File: src/rtl/fetch_sequencer_if.sv
// Bundle of the fetch stage's memory, decode and redirect signals.
// The sequencer connects through the master modport; its environment uses slave.
interface fetch_sequencer_if #(
  parameter int PC_W = 32
);
  logic            redirect_valid;
  logic [PC_W-1:0] redirect_pc;
  logic            imem_req;
  logic [PC_W-1:0] imem_addr;
  logic            imem_ack;
  logic [PC_W-1:0] imem_rdata;
  logic            if_valid;
  logic            if_ready;
  logic [PC_W-1:0] if_pc;
  logic [PC_W-1:0] if_instr;
  logic            misalign_err;
  logic [31:0]     fetch_count;

  modport master (
    input  redirect_valid, redirect_pc, imem_ack, imem_rdata, if_ready,
    output imem_req, imem_addr, if_valid, if_pc, if_instr, misalign_err, fetch_count
  );

  modport slave (
    output redirect_valid, redirect_pc, imem_ack, imem_rdata, if_ready,
    input  imem_req, imem_addr, if_valid, if_pc, if_instr, misalign_err, fetch_count
  );
endinterface

File: src/rtl/fetch_sequencer.sv
// Instruction-fetch controller: owns the PC, issues one outstanding imem request
// at a time, presents fetched words to decode and honours MEM-stage redirects.
module fetch_sequencer #(
  parameter int              PC_W     = 32,
  parameter logic [PC_W-1:0] RESET_PC = 32'h0000_0000
) (
  input logic              clk,
  input logic              rst,
  fetch_sequencer_if.master bus
);
  localparam logic [1:0] ST_BOOT  = 2'd0;
  localparam logic [1:0] ST_FETCH = 2'd1;
  localparam logic [1:0] ST_DRAIN = 2'd2;
  localparam logic [1:0] ST_OUT   = 2'd3;

  logic [1:0]      state_r, state_nxt_s;
  logic [PC_W-1:0] pc_r, pc_nxt_s;
  logic [PC_W-1:0] addr_r, addr_nxt_s;
  logic            req_r, req_nxt_s;
  logic            valid_r, valid_nxt_s;
  logic [PC_W-1:0] if_pc_r, if_pc_nxt_s;
  logic [PC_W-1:0] if_instr_r, if_instr_nxt_s;
  logic            misalign_r, misalign_nxt_s;
  logic [31:0]     count_r, count_nxt_s;
  logic [PC_W-1:0] target_s;

  assign target_s = {bus.redirect_pc[PC_W-1:2], 2'b00};

  // Next-state and next-output computation for every registered signal
  always_comb begin
    state_nxt_s    = state_r;
    pc_nxt_s       = pc_r;
    valid_nxt_s    = valid_r;
    if_pc_nxt_s    = if_pc_r;
    if_instr_nxt_s = if_instr_r;
    count_nxt_s    = count_r;
    addr_nxt_s     = addr_r;
    misalign_nxt_s = misalign_r |
                     (bus.redirect_valid && (bus.redirect_pc[1:0] != 2'b00));
    case (state_r)
      ST_BOOT: begin
        state_nxt_s = ST_FETCH;
        if (bus.redirect_valid) pc_nxt_s = target_s;
        else                    pc_nxt_s = pc_r;
      end
      ST_FETCH: begin
        if (bus.redirect_valid) begin
          pc_nxt_s = target_s;
          // Redirect with simultaneous ack retires the request right here
          if (bus.imem_ack) state_nxt_s = ST_FETCH;
          else              state_nxt_s = ST_DRAIN;
        end else if (bus.imem_ack) begin
          if_instr_nxt_s = bus.imem_rdata;
          if_pc_nxt_s    = pc_r;
          pc_nxt_s       = pc_r + {{(PC_W-3){1'b0}}, 3'b100};
          valid_nxt_s    = 1'b1;
          state_nxt_s    = ST_OUT;
        end else begin
          state_nxt_s = ST_FETCH;
        end
      end
      ST_DRAIN: begin
        if (bus.redirect_valid) pc_nxt_s = target_s;
        else                    pc_nxt_s = pc_r;
        if (bus.imem_ack) state_nxt_s = ST_FETCH;
        else              state_nxt_s = ST_DRAIN;
      end
      ST_OUT: begin
        if (bus.redirect_valid || bus.if_ready) begin
          valid_nxt_s = 1'b0;
          state_nxt_s = ST_FETCH;
          if (bus.redirect_valid) pc_nxt_s = target_s;
          else                    pc_nxt_s = pc_r;
          if (bus.if_ready) count_nxt_s = count_r + 32'd1;
          else              count_nxt_s = count_r;
        end else begin
          state_nxt_s = ST_OUT;
        end
      end
      default: begin
        state_nxt_s = ST_BOOT;
        valid_nxt_s = 1'b0;
      end
    endcase
    req_nxt_s = (state_nxt_s == ST_FETCH) || (state_nxt_s == ST_DRAIN);
    // DRAIN keeps presenting the address of the request still in flight
    if (state_nxt_s == ST_FETCH)     addr_nxt_s = pc_nxt_s;
    else if (state_r == ST_FETCH)    addr_nxt_s = pc_r;
    else                             addr_nxt_s = addr_r;
  end

  // State, PC and registered outputs
  always_ff @(posedge clk or posedge rst) begin
    if (rst) begin
      state_r    <= ST_BOOT;
      pc_r       <= RESET_PC;
      addr_r     <= RESET_PC;
      req_r      <= 1'b0;
      valid_r    <= 1'b0;
      if_pc_r    <= {PC_W{1'b0}};
      if_instr_r <= {PC_W{1'b0}};
      misalign_r <= 1'b0;
      count_r    <= 32'd0;
    end else begin
      state_r    <= state_nxt_s;
      pc_r       <= pc_nxt_s;
      addr_r     <= addr_nxt_s;
      req_r      <= req_nxt_s;
      valid_r    <= valid_nxt_s;
      if_pc_r    <= if_pc_nxt_s;
      if_instr_r <= if_instr_nxt_s;
      misalign_r <= misalign_nxt_s;
      count_r    <= count_nxt_s;
    end
  end

  assign bus.imem_req     = req_r;
  assign bus.imem_addr    = addr_r;
  assign bus.if_valid     = valid_r;
  assign bus.if_pc        = if_pc_r;
  assign bus.if_instr     = if_instr_r;
  assign bus.misalign_err = misalign_r;
  assign bus.fetch_count  = count_r;
endmodule
File: src/flat_wrapper.sv
// flat-port wrapper written by rule: the top's interface ports become plain ports
module fetch_sequencer_flat 
#(
  parameter int              PC_W     = 32,
  parameter logic [PC_W-1:0] RESET_PC = 32'h0000_0000
)
  (clk, rst, bus_redirect_valid, bus_redirect_pc, bus_imem_ack, bus_imem_rdata, bus_if_ready, bus_imem_req, bus_imem_addr, bus_if_valid, bus_if_pc, bus_if_instr, bus_misalign_err, bus_fetch_count);
  fetch_sequencer_if #(.PC_W(PC_W)) bus_i ();
  input logic clk;
  input logic rst;
  input wire logic [$bits(bus_i.redirect_valid)-1:0] bus_redirect_valid;
  input wire logic [$bits(bus_i.redirect_pc)-1:0] bus_redirect_pc;
  input wire logic [$bits(bus_i.imem_ack)-1:0] bus_imem_ack;
  input wire logic [$bits(bus_i.imem_rdata)-1:0] bus_imem_rdata;
  input wire logic [$bits(bus_i.if_ready)-1:0] bus_if_ready;
  output wire logic [$bits(bus_i.imem_req)-1:0] bus_imem_req;
  output wire logic [$bits(bus_i.imem_addr)-1:0] bus_imem_addr;
  output wire logic [$bits(bus_i.if_valid)-1:0] bus_if_valid;
  output wire logic [$bits(bus_i.if_pc)-1:0] bus_if_pc;
  output wire logic [$bits(bus_i.if_instr)-1:0] bus_if_instr;
  output wire logic [$bits(bus_i.misalign_err)-1:0] bus_misalign_err;
  output wire logic [$bits(bus_i.fetch_count)-1:0] bus_fetch_count;
  assign bus_i.redirect_valid = bus_redirect_valid;
  assign bus_i.redirect_pc = bus_redirect_pc;
  assign bus_i.imem_ack = bus_imem_ack;
  assign bus_i.imem_rdata = bus_imem_rdata;
  assign bus_i.if_ready = bus_if_ready;
  assign bus_imem_req = bus_i.imem_req;
  assign bus_imem_addr = bus_i.imem_addr;
  assign bus_if_valid = bus_i.if_valid;
  assign bus_if_pc = bus_i.if_pc;
  assign bus_if_instr = bus_i.if_instr;
  assign bus_misalign_err = bus_i.misalign_err;
  assign bus_fetch_count = bus_i.fetch_count;
  fetch_sequencer #(.PC_W(PC_W), .RESET_PC(RESET_PC)) u_core (.clk(clk), .rst(rst), .bus(bus_i));
endmodule
File: config.mk
export PLATFORM = sky130hd
export DESIGN_NAME = fetch_sequencer_flat
export DESIGN_NICKNAME = d
export VERILOG_FILES = /design/src/rtl/fetch_sequencer_if.sv /design/src/rtl/fetch_sequencer.sv /design/src/flat_wrapper.sv
export SDC_FILE = /design/constraint.sdc
export NUM_CORES = 1
export LEC_CHECK = 0
export ABC_CLOCK_PERIOD_IN_PS = 7000
export BUFFER_PORTS_ARGS = -buffer_cell sky130_fd_sc_hd__buf_2
export CORE_MARGIN = 8
export CORE_UTILIZATION = 53
export DETAILED_ROUTE_END_ITERATION = 6
export PLACE_DENSITY = 0.8
export SYNTH_ARGS = -nofsm -noshare
export SYNTH_HDL_FRONTEND = slang
export SYNTH_SLANG_ARGS = --single-unit
File: constraint.sdc
create_clock -name clk -period 7 [get_ports clk]
set_clock_uncertainty 0.1 [all_clocks]
set_input_delay 1.4 -clock clk [delete_from_list [all_inputs] [get_ports clk]]
set_output_delay 1.4 -clock clk [all_outputs]
set_load 0.05 [all_outputs]
==> results.txt, run 1 <==
----------------------------------------------------
[Cells and area]
  Area of the multi-input gates ... between 3000 and 4000 um^2
  Share of cells above drive strength 1 ... 0.358
  Number of nets in the layout ... between 900 and 1000
  Area growth from synthesis to final layout ... 22.8%
  Fill cell count ... roughly 1100
  Register area ... slightly above 4000 um^2
  Final core utilization ... 0.668

[Critical path]
  Delay of the slowest critical-path stage ... slightly above 0.9 ns
  Depth of the most critical reg-to-reg path ... 8
  Crit end category ... register
  Launch point of the worst reg-to-reg path ... u_core.state_r[0]$_DFF_PP0_
  Capturing point of the worst reg2reg path ... u_core.bus.imem_addr[23]$_DFFE_PP0P_
  Ordered cell list for the critical path ... buf_2, ha_1, o22ai_1, a21oi_1, ha_2, nor2b_1, buf_4, inv_1, a211oi_1, nor3_1
  Worst-path fanout max ... 57
  CP Class ... in -> reg
  FF-to-FF setup slack ... 4.02 ns
  Data arrival at the endpoint of the critical path ... between 4 and 5 ns
  Kind of start point of the critical path ... input port
  WP data required ... 7.21 ns
  Slowest cell on the critical path ... sky130_fd_sc_hd__ha_2

[CTS]
  Clock Path Buffers ... 2
  Clock root cell ... sky130_fd_sc_hd__clkbuf_16
  Number of levels the H-tree was split into ... 4
  Count of instances resized after the clock tree is built ... 0
  TritonCTS Sinks ... about 170
  Number of buffers created by CTS ... 17
  Setup Buffers After CTS ... 0
  CTS tree ... yes
  Clock slew at reported path FFs ... 0.06 ns
  Cts hold-fix bufs ... 0
  Clock latency on the worst-skew pair ... ~0.43 ns

[Route]
  Via-to-Cell Ratio ... between 5 and 6
  Vias post-DR ... just under 6000
  DRC violation count after routing ... 0
  Antenna violation net count after detailed routing ... 0
  Iteration count of the initial detailed-routing pass ... 5
  Wirelength per Cell ... roughly 18 um
  Number of DRC markers after the initial detailed-route iteration ... around 450
  Final wirelength ... 19400 um

[Yosys]
  Proportion of synthesized chip area in sequential cells ... 0.546
  Syn. warnings ... 0
  Unique masters post-synth ... 47
  Cell area after synthesis ... about 7600 um^2
  Most instantiated cells after synthesis ... 165 x sky130_fd_sc_hd__dfrtp_1, 104 x sky130_fd_sc_hd__nand2_1, 68 x sky130_fd_sc_hd__mux2_2, 43 x sky130_fd_sc_hd__xnor2_1, 28 x sky130_fd_sc_hd__o21ai_0
  Post-synthesis area per instance ... roughly 11 um^2
  Number of synthesized flops with an enable pin ... 0
  Async SR Flop Fraction ... 1.00
  Share of Yosys cell area claimed by the top area cell type ... 0.546
  Most used flip-flop cell after synthesis ... sky130_fd_sc_hd__dfrtp_1
  Most area-hungry cell type in the Yosys netlist ... sky130_fd_sc_hd__dfrtp_1
  Syn_nets ... between 700 and 800
  Most common cell in the netlist ... sky130_fd_sc_hd__dfrtp_1
  Largest cells by area after synthesis ... sky130_fd_sc_hd__dfrtp_1 55%, sky130_fd_sc_hd__mux2_2 10%, sky130_fd_sc_hd__nand2_1 5.2%
  Flip-flop and latch count after synthesis ... 165
  Post-synthesis cell count ... around 700

[STA]
  Final Slew Violations ... 0
  Post-route fraction of the period consumed by the critical path ... 0.588
  Setup repair after global routing missed its margin ... no
  Transition at the pin with the smallest max-transition slack ... between 1 and 1.5 ns
  Max Clock Freq ... about 240 MHz
  Rel. slew slack ... 0.304
  Count of final hold-check violations ... 0
  Finish-stage setup viols ... 0
  Setup TNS ... 0 ns
  Minimum period implied by the final worst setup slack ... about 4.1 ns

[Die]
  Horizontal die dimension ... between 100 and 150 um
  Die ar. ... 18300 um^2
  Area of the core ... about 14000 um^2
  Height of the die ... roughly 140 um
  Initial Utilization ... 0.544
  Number of primary I/O pins ... 200
  Cell Rows ... 43

[Min path]
  Worst hold path type ... reg -> reg
  Hold worst-path end ... u_core.bus.misalign_err$_DFF_PP0_
  Hold Crit Depth ... 1
  Hold Crit Start ... u_core.bus.misalign_err$_DFF_PP0_

[Power and ir drop]
  Max rail drop VDD ... between 200 and 250 uV
  Pwr Density ... ~470 nW/um^2
  Static leakage ... 4.45 nW

[Global routing]
  Initial antenna violation count ... 1
  Pin count of the biggest net entering global routing ... 84
  GRT Resource Usage Total ... 0.217
  First-pass GRT wire length ... 31500 um
  Vias in the first global route ... 6229
  Sum of overflow across all layers after global routing ... 0

[Job]
  Max-cap violation count ... 0

[Placed design]
  Number of I/O port buffers ... around 200
  Detail Placement HPWL ... 13500 um
  Weighted congestion at the end of routability-driven global placement ... slightly below 0.8

[Status]
  Run status ... finished, final reports clean

----------------------------------------------------
## area by class of cell
cell class / instances / area share
flip-flops and latches: 165 / 0.445
multi-input cells: 464 / 0.345
repair buffers: 205 / 0.112
clock buffers: 20 / 0.0492
well taps: 180 / 0.0243
clock inverters: 12 / 0.0166
inverters: 16 / 0.00701
diodes: 1 / 0.000270
## worst max-delay path, delay by kind of cell
family	cells	cell delay, ns
buffers and inverters	3	0.93
adders and majority gates	2	1.15
and+or+nand+nor	2	0.31
AOI/OAI and AO/OA	3	0.52
## sequential cells by signal, indices dropped and copies added (netlist names)
signal,flops
u_core.bus.fetch_count,32
u_core.bus.if_instr,32
u_core.bus.if_pc,32
u_core.bus.if_valid,1
u_core.bus.imem_addr,32
u_core.bus.imem_req,1
u_core.bus.misalign_err,1
u_core.pc_r,32
u_core.state_r,2
## metal layers
layer | up-vias | track usage | routed length [um]
li1 | 2752 | - | -
met1 | 2890 | 0.260 | 8010
met2 | 194 | 0.353 | 9450
met3 | 32 | 0.0775 | 1540
met4 | 2 | 0.0802 | 388
met5 | - | 0 | 8
## kinds of logic (layout without fill, tap and decap cells)
logic type / count (synthesis) / after routing / share of synthesized area
adders and majority gates: 5 / 5 / 0.00828
DFF: 165 / 165 / 0.546
xor gates and xnor gates: 58 / 58 / 0.0672
muxes: 81 / 81 / 0.119
other: 0 / 1 / 0
buffers and inverters: 57 / 253 / 0.0313
and+or+nand+nor: 232 / 232 / 0.159
AOI/OAI and AO/OA: 88 / 88 / 0.0694
## how the worst max path moves through the flow
stage                            start                               endpoint  slack (ns)  cells past startpoint
floorplan                          rst  u_core.bus.fetch_count[0]$_DFFE_PP0P_        1.04                      1
global placement    bus_redirect_valid   u_core.bus.imem_addr[23]$_DFFE_PP0P_        2.60                     11
detailed placement  bus_redirect_valid   u_core.bus.imem_addr[23]$_DFFE_PP0P_        2.49                     10
CTS                 bus_redirect_valid   u_core.bus.imem_addr[23]$_DFFE_PP0P_        2.93                     10
global route        bus_redirect_valid   u_core.bus.imem_addr[23]$_DFFE_PP0P_        2.63                     11
finish              bus_redirect_valid   u_core.bus.imem_addr[23]$_DFFE_PP0P_        2.88                     10
## where the power goes
group	leakage, nW	internal, mW	switching (mW)	total [mW]
clock network	0.280	0.578	0.375	0.953
logic	2.16	0.493	1.45	1.94
registers	2.01	1.25	0.203	1.45
## per-stage QoR
stage | setup WS (ns) | power (mW) | std cells | cell area, um^2 | hold WS, ns
after floorplan | 1.04 | 2.92 | 686 | 7560 | 0.381
after global placement | 2.60 | 3.38 | 1030 | 8660 | 0.350
after detailed placement | 2.49 | 3.41 | 1030 | 8660 | 0.354
after CTS | 2.93 | 4.38 | 1062 | 9270 | 0.370
after global routing | 2.63 | 4.55 | 1062 | 9270 | 0.409
final | 2.88 | 4.35 | 1063 | 9280 | 0.368
## cells in the final DEF (no fill, tap or decap), drive strengths merged, types with 4 or more instances in the layout
master	synthesis	routed
clkbuf	23	20
a21o	7	7
o22ai	6	6
xor2	15	15
and2	9	9
nand4	21	21
and3	12	12
mux2i	13	13
inv	16	16
dfrtp	165	165
o21ai	28	28
buf	18	205
nor2	22	22
nand3	25	25
a21oi	27	27
nor2b	5	5
and4	10	10
ha	5	5
clkinvlp	0	6
a31oi	4	4
nand2	104	104
nor3	7	7
nor4	7	7
a211oi	4	4
mux2	68	68
xnor2	43	43
Note: power is estimated with default switching activity, not from simulation.
==> run 2, diff against run 1 <==
ABC_CLOCK_PERIOD_IN_PS = 3650   (was 7000)
CORE_UTILIZATION = 48   (was 53)
PLACE_DENSITY = 0.77   (was 0.8)
clock period = 3.65 ns   (was 7 ns; I/O delays follow)
==> results.txt, run 2 (synthesized netlist as in run 1, its figures left out) <==
----------------------------------------------------
[Critical path]
  Capturing point of the worst reg2reg path ... u_core.bus.imem_addr[27]$_DFFE_PP0P_
  CP Class ... in -> reg
  WP data required ... 3.82 ns (-3.39 ns)
  Data arrival at the endpoint of the critical path ... 2.90 ns (-1.43 ns)
  Launch point of the worst reg-to-reg path ... u_core.state_r[1]$_DFF_PP0_
  Ordered cell list for the critical path ... buf_2, ha_1, o22ai_1, a21oi_1, ha_2, buf_4, nand2_1, inv_1, a222oi_1, o31ai_1
  Crit end category ... register
  FF-to-FF setup slack ... 1.15 ns (-2.87 ns)
  Delay of the slowest critical-path stage ... 0.33 ns (-0.59 ns)
  Worst-path fanout max ... 32 (-44%)
  Slowest cell on the critical path ... sky130_fd_sc_hd__a222oi_1
  Crit path buf inv count ... 3 (unchanged)
  Depth of the most critical reg-to-reg path ... 8 (unchanged)
  Gate family responsible for the most delay along the worst path ... compound AO/OA/AOI/OAI gates
  Kind of start point of the critical path ... input port

[CTS]
  Number of levels the H-tree was split into ... 4 (unchanged)
  Setup Buffers After CTS ... 0 (unchanged)
  Cts hold-fix bufs ... 0 (unchanged)
  Clock latency on the worst-skew pair ... 0.42 ns (about the same)
  Clock slew at reported path FFs ... 0.06 ns (about the same)
  CTS tree ... yes
  Number of buffers created by CTS ... 17 (unchanged)
  TritonCTS Sinks ... 165 (unchanged)
  Clock Path Buffers ... 2 (unchanged)
  Clock root cell ... sky130_fd_sc_hd__clkbuf_16
  Count of instances resized after the clock tree is built ... 0 (unchanged)

[Cells and area]
  Fill cell count ... 1346 (+21%)
  Final core utilization ... 0.600 (-0.0679)
  Register area ... 4130 um^2 (unchanged)
  Area of the multi-input gates ... 3200 um^2 (unchanged)
  Area growth from synthesis to final layout ... 24.4%
  Number of nets in the layout ... 946 (+0.32%)
  Commonest cells after routing, fill and taps aside ... 199 x sky130_fd_sc_hd__buf_2, 165 x sky130_fd_sc_hd__dfrtp_1, 103 x sky130_fd_sc_hd__nand2_1, 68 x sky130_fd_sc_hd__mux2_2, 43 x sky130_fd_sc_hd__xnor2_1
  Number of antenna repair diodes ... 0 (-1)
  Most common library cell in the layout ignoring fill and taps ... sky130_fd_sc_hd__buf_2
  Share of cells above drive strength 1 ... 0.360 (+0.00218)

[Die]
  Initial Utilization ... 0.483 (-0.0617)
  Height of the die ... 141 um (+4.5%)
  Area of the core ... 15700 um^2 (+13%)
  Number of primary I/O pins ... 200 (unchanged)
  Cell Rows ... 46 (+7.0%)
  Die ar. ... 20000 um^2 (+9.2%)
  Horizontal die dimension ... 141 um (+4.5%)

[STA]
  Transition at the pin with the smallest max-transition slack ... 0.895 ns (-0.149 ns)
  Post-route fraction of the period consumed by the critical path ... 0.746
  Setup TNS ... 0 ns (unchanged)
  Setup repair after global routing missed its margin ... no
  Finish-stage setup viols ... 0 (unchanged)
  Count of final hold-check violations ... 0 (unchanged)
  Max Clock Freq ... 367 MHz
  Minimum period implied by the final worst setup slack ... about 2.7 ns
  Final Slew Violations ... 0 (unchanged)
  Rel. slew slack ... 0.403 (+0.0996)

[Route]
  Number of DRC markers after the initial detailed-route iteration ... 374 (-16%)
  Via-to-Cell Ratio ... 5.33 (-3.5%)
  Antenna violation net count after detailed routing ... 0 (unchanged)
  Wirelength per Cell ... 18.0 um (-1.4%)
  Iteration count of the initial detailed-routing pass ... 4 (-1)
  Final wirelength ... 19800 um (+2.2%)
  DRC violation count after routing ... 0 (unchanged)
  Vias post-DR ... 5868 (-0.034%)

[Status]
  Run status ... finished, final reports clean

[Placed design]
  Weighted congestion at the end of routability-driven global placement ... 0.825 (+4.3%)
  Number of I/O port buffers ... 199 (unchanged)
  Detail Placement HPWL ... 13900 um (+2.9%)

[Power and ir drop]
  Total net switching power ... 3.91 mW (+93%)
  Fraction of power consumed by the clock network ... 0.233 (+0.014)
  Switching share of power ... 0.459 (-0.00728)
  Max rail drop VDD ... 588 uV (+140%)
  Pwr Density ... 905 nW/um^2 (+93%)
  Fraction of power consumed by sequential logic ... 0.326 (-0.008)
  Combinational power share ... 0.440 (-0.007)
  Internal Dissipation ... 4.60 mW (+98%)
  Static leakage ... 4.51 nW (+1.3%)

[Global routing]
  First-pass GRT wire length ... 31800 um (+0.85%)
  Pin count of the biggest net entering global routing ... 166 (+98%)
  Sum of overflow across all layers after global routing ... 0 (unchanged)
  Vias in the first global route ... 6163 (-1.1%)
  GRT Resource Usage Total ... 0.200 (-0.0164)
  Initial antenna violation count ... 1 (unchanged)

[Min path]
  Worst hold path type ... reg -> reg
  Hold Crit Depth ... 1 (unchanged)
  Hold worst-path end ... u_core.bus.misalign_err$_DFF_PP0_
  Hold Crit Start ... u_core.bus.misalign_err$_DFF_PP0_

[Job]
  Max-cap violation count ... 0 (unchanged)

----------------------------------------------------
==> run 2: changes by cell type in the layout (fill, tap and decap cells not counted), sizes merged <==
cell / before / now
bufinv: 3 / 5
buf: 205 / 208
diode: 1 / 0
clkinv: 3 / 6
clkinvlp: 6 / 1
==> run 2: final cells by class <==
type | instances | share of cell area
Clock buffer | 20 | 0.0486
Multi-Input combinational cell | 464 | 0.341
Sequential cell | 165 | 0.439
Tap cell | 216 | 0.0288
Timing Repair Buffer | 208 | 0.114
Clock inverter | 12 | 0.0213
Inverter | 16 | 0.00679
==> run 2: worst reg2reg max path: stages (launching register included) <==
cell                       delay (ns)
sky130_fd_sc_hd__dfrtp_1         0.57
sky130_fd_sc_hd__nor3b_1         0.32
sky130_fd_sc_hd__a21oi_1         0.11
sky130_fd_sc_hd__ha_2            0.21
sky130_fd_sc_hd__buf_4           0.23
sky130_fd_sc_hd__nand2_1         0.28
sky130_fd_sc_hd__inv_1           0.11
sky130_fd_sc_hd__a222oi_1        0.33
sky130_fd_sc_hd__o31ai_1         0.11
==> run 2: how the worst max path moves through the flow <==
stage	start	end	slack [ns]	cells past startpoint
2_1_floorplan	bus_redirect_valid	u_core.bus.imem_addr[6]$_DFFE_PP0P_	0.69	10
3_3_place_gp	bus_redirect_valid	u_core.bus.imem_addr[27]$_DFFE_PP0P_	0.54	10
3_5_place_dp	bus_redirect_valid	u_core.bus.imem_addr[27]$_DFFE_PP0P_	0.48	10
4_1_cts	bus_redirect_valid	u_core.bus.imem_addr[27]$_DFFE_PP0P_	0.93	10
5_1_grt	bus_redirect_valid	u_core.bus.imem_addr[27]$_DFFE_PP0P_	0.75	10
6_report	bus_redirect_valid	u_core.bus.imem_addr[27]$_DFFE_PP0P_	0.93	10
==> run 2: stage by stage <==
step / cell area [um^2] / hold WS (ns) / total power [mW] / std cells / setup slack [ns]
after floorplan: 7560 / 0.381 / 5.60 / 686 / 0.688
after global placement: 8740 / 0.349 / 6.52 / 1069 / 0.544
after detailed placement: 8740 / 0.356 / 6.59 / 1069 / 0.485
after CTS: 9400 / 0.374 / 8.59 / 1101 / 0.934
after global routing: 9400 / 0.389 / 8.92 / 1101 / 0.748
final: 9400 / 0.365 / 8.51 / 1101 / 0.927
==> run 2: power groups by stage <==
| stage | clock network [mW] | logic (mW) | registers, mW |
|---|---|---|---|
| finish | 1.98 | 3.75 | 2.78 |
| global route | 2.10 | 3.97 | 2.85 |
| CTS | 2.02 | 3.79 | 2.78 |
| detailed placement | 0 | 3.78 | 2.81 |
| global placement | 0 | 3.74 | 2.78 |
| floorplan | 0 | 1.00 | 4.60 |
==> run 2: per-layer routing <==
metal  global-route usage  part of all wire  wire, um
met1                0.242              0.40      8010
met2                0.327              0.48      9490
met3               0.0803              0.10      2070
met4               0.0543             0.011       227
met5                    0           0.00040         8
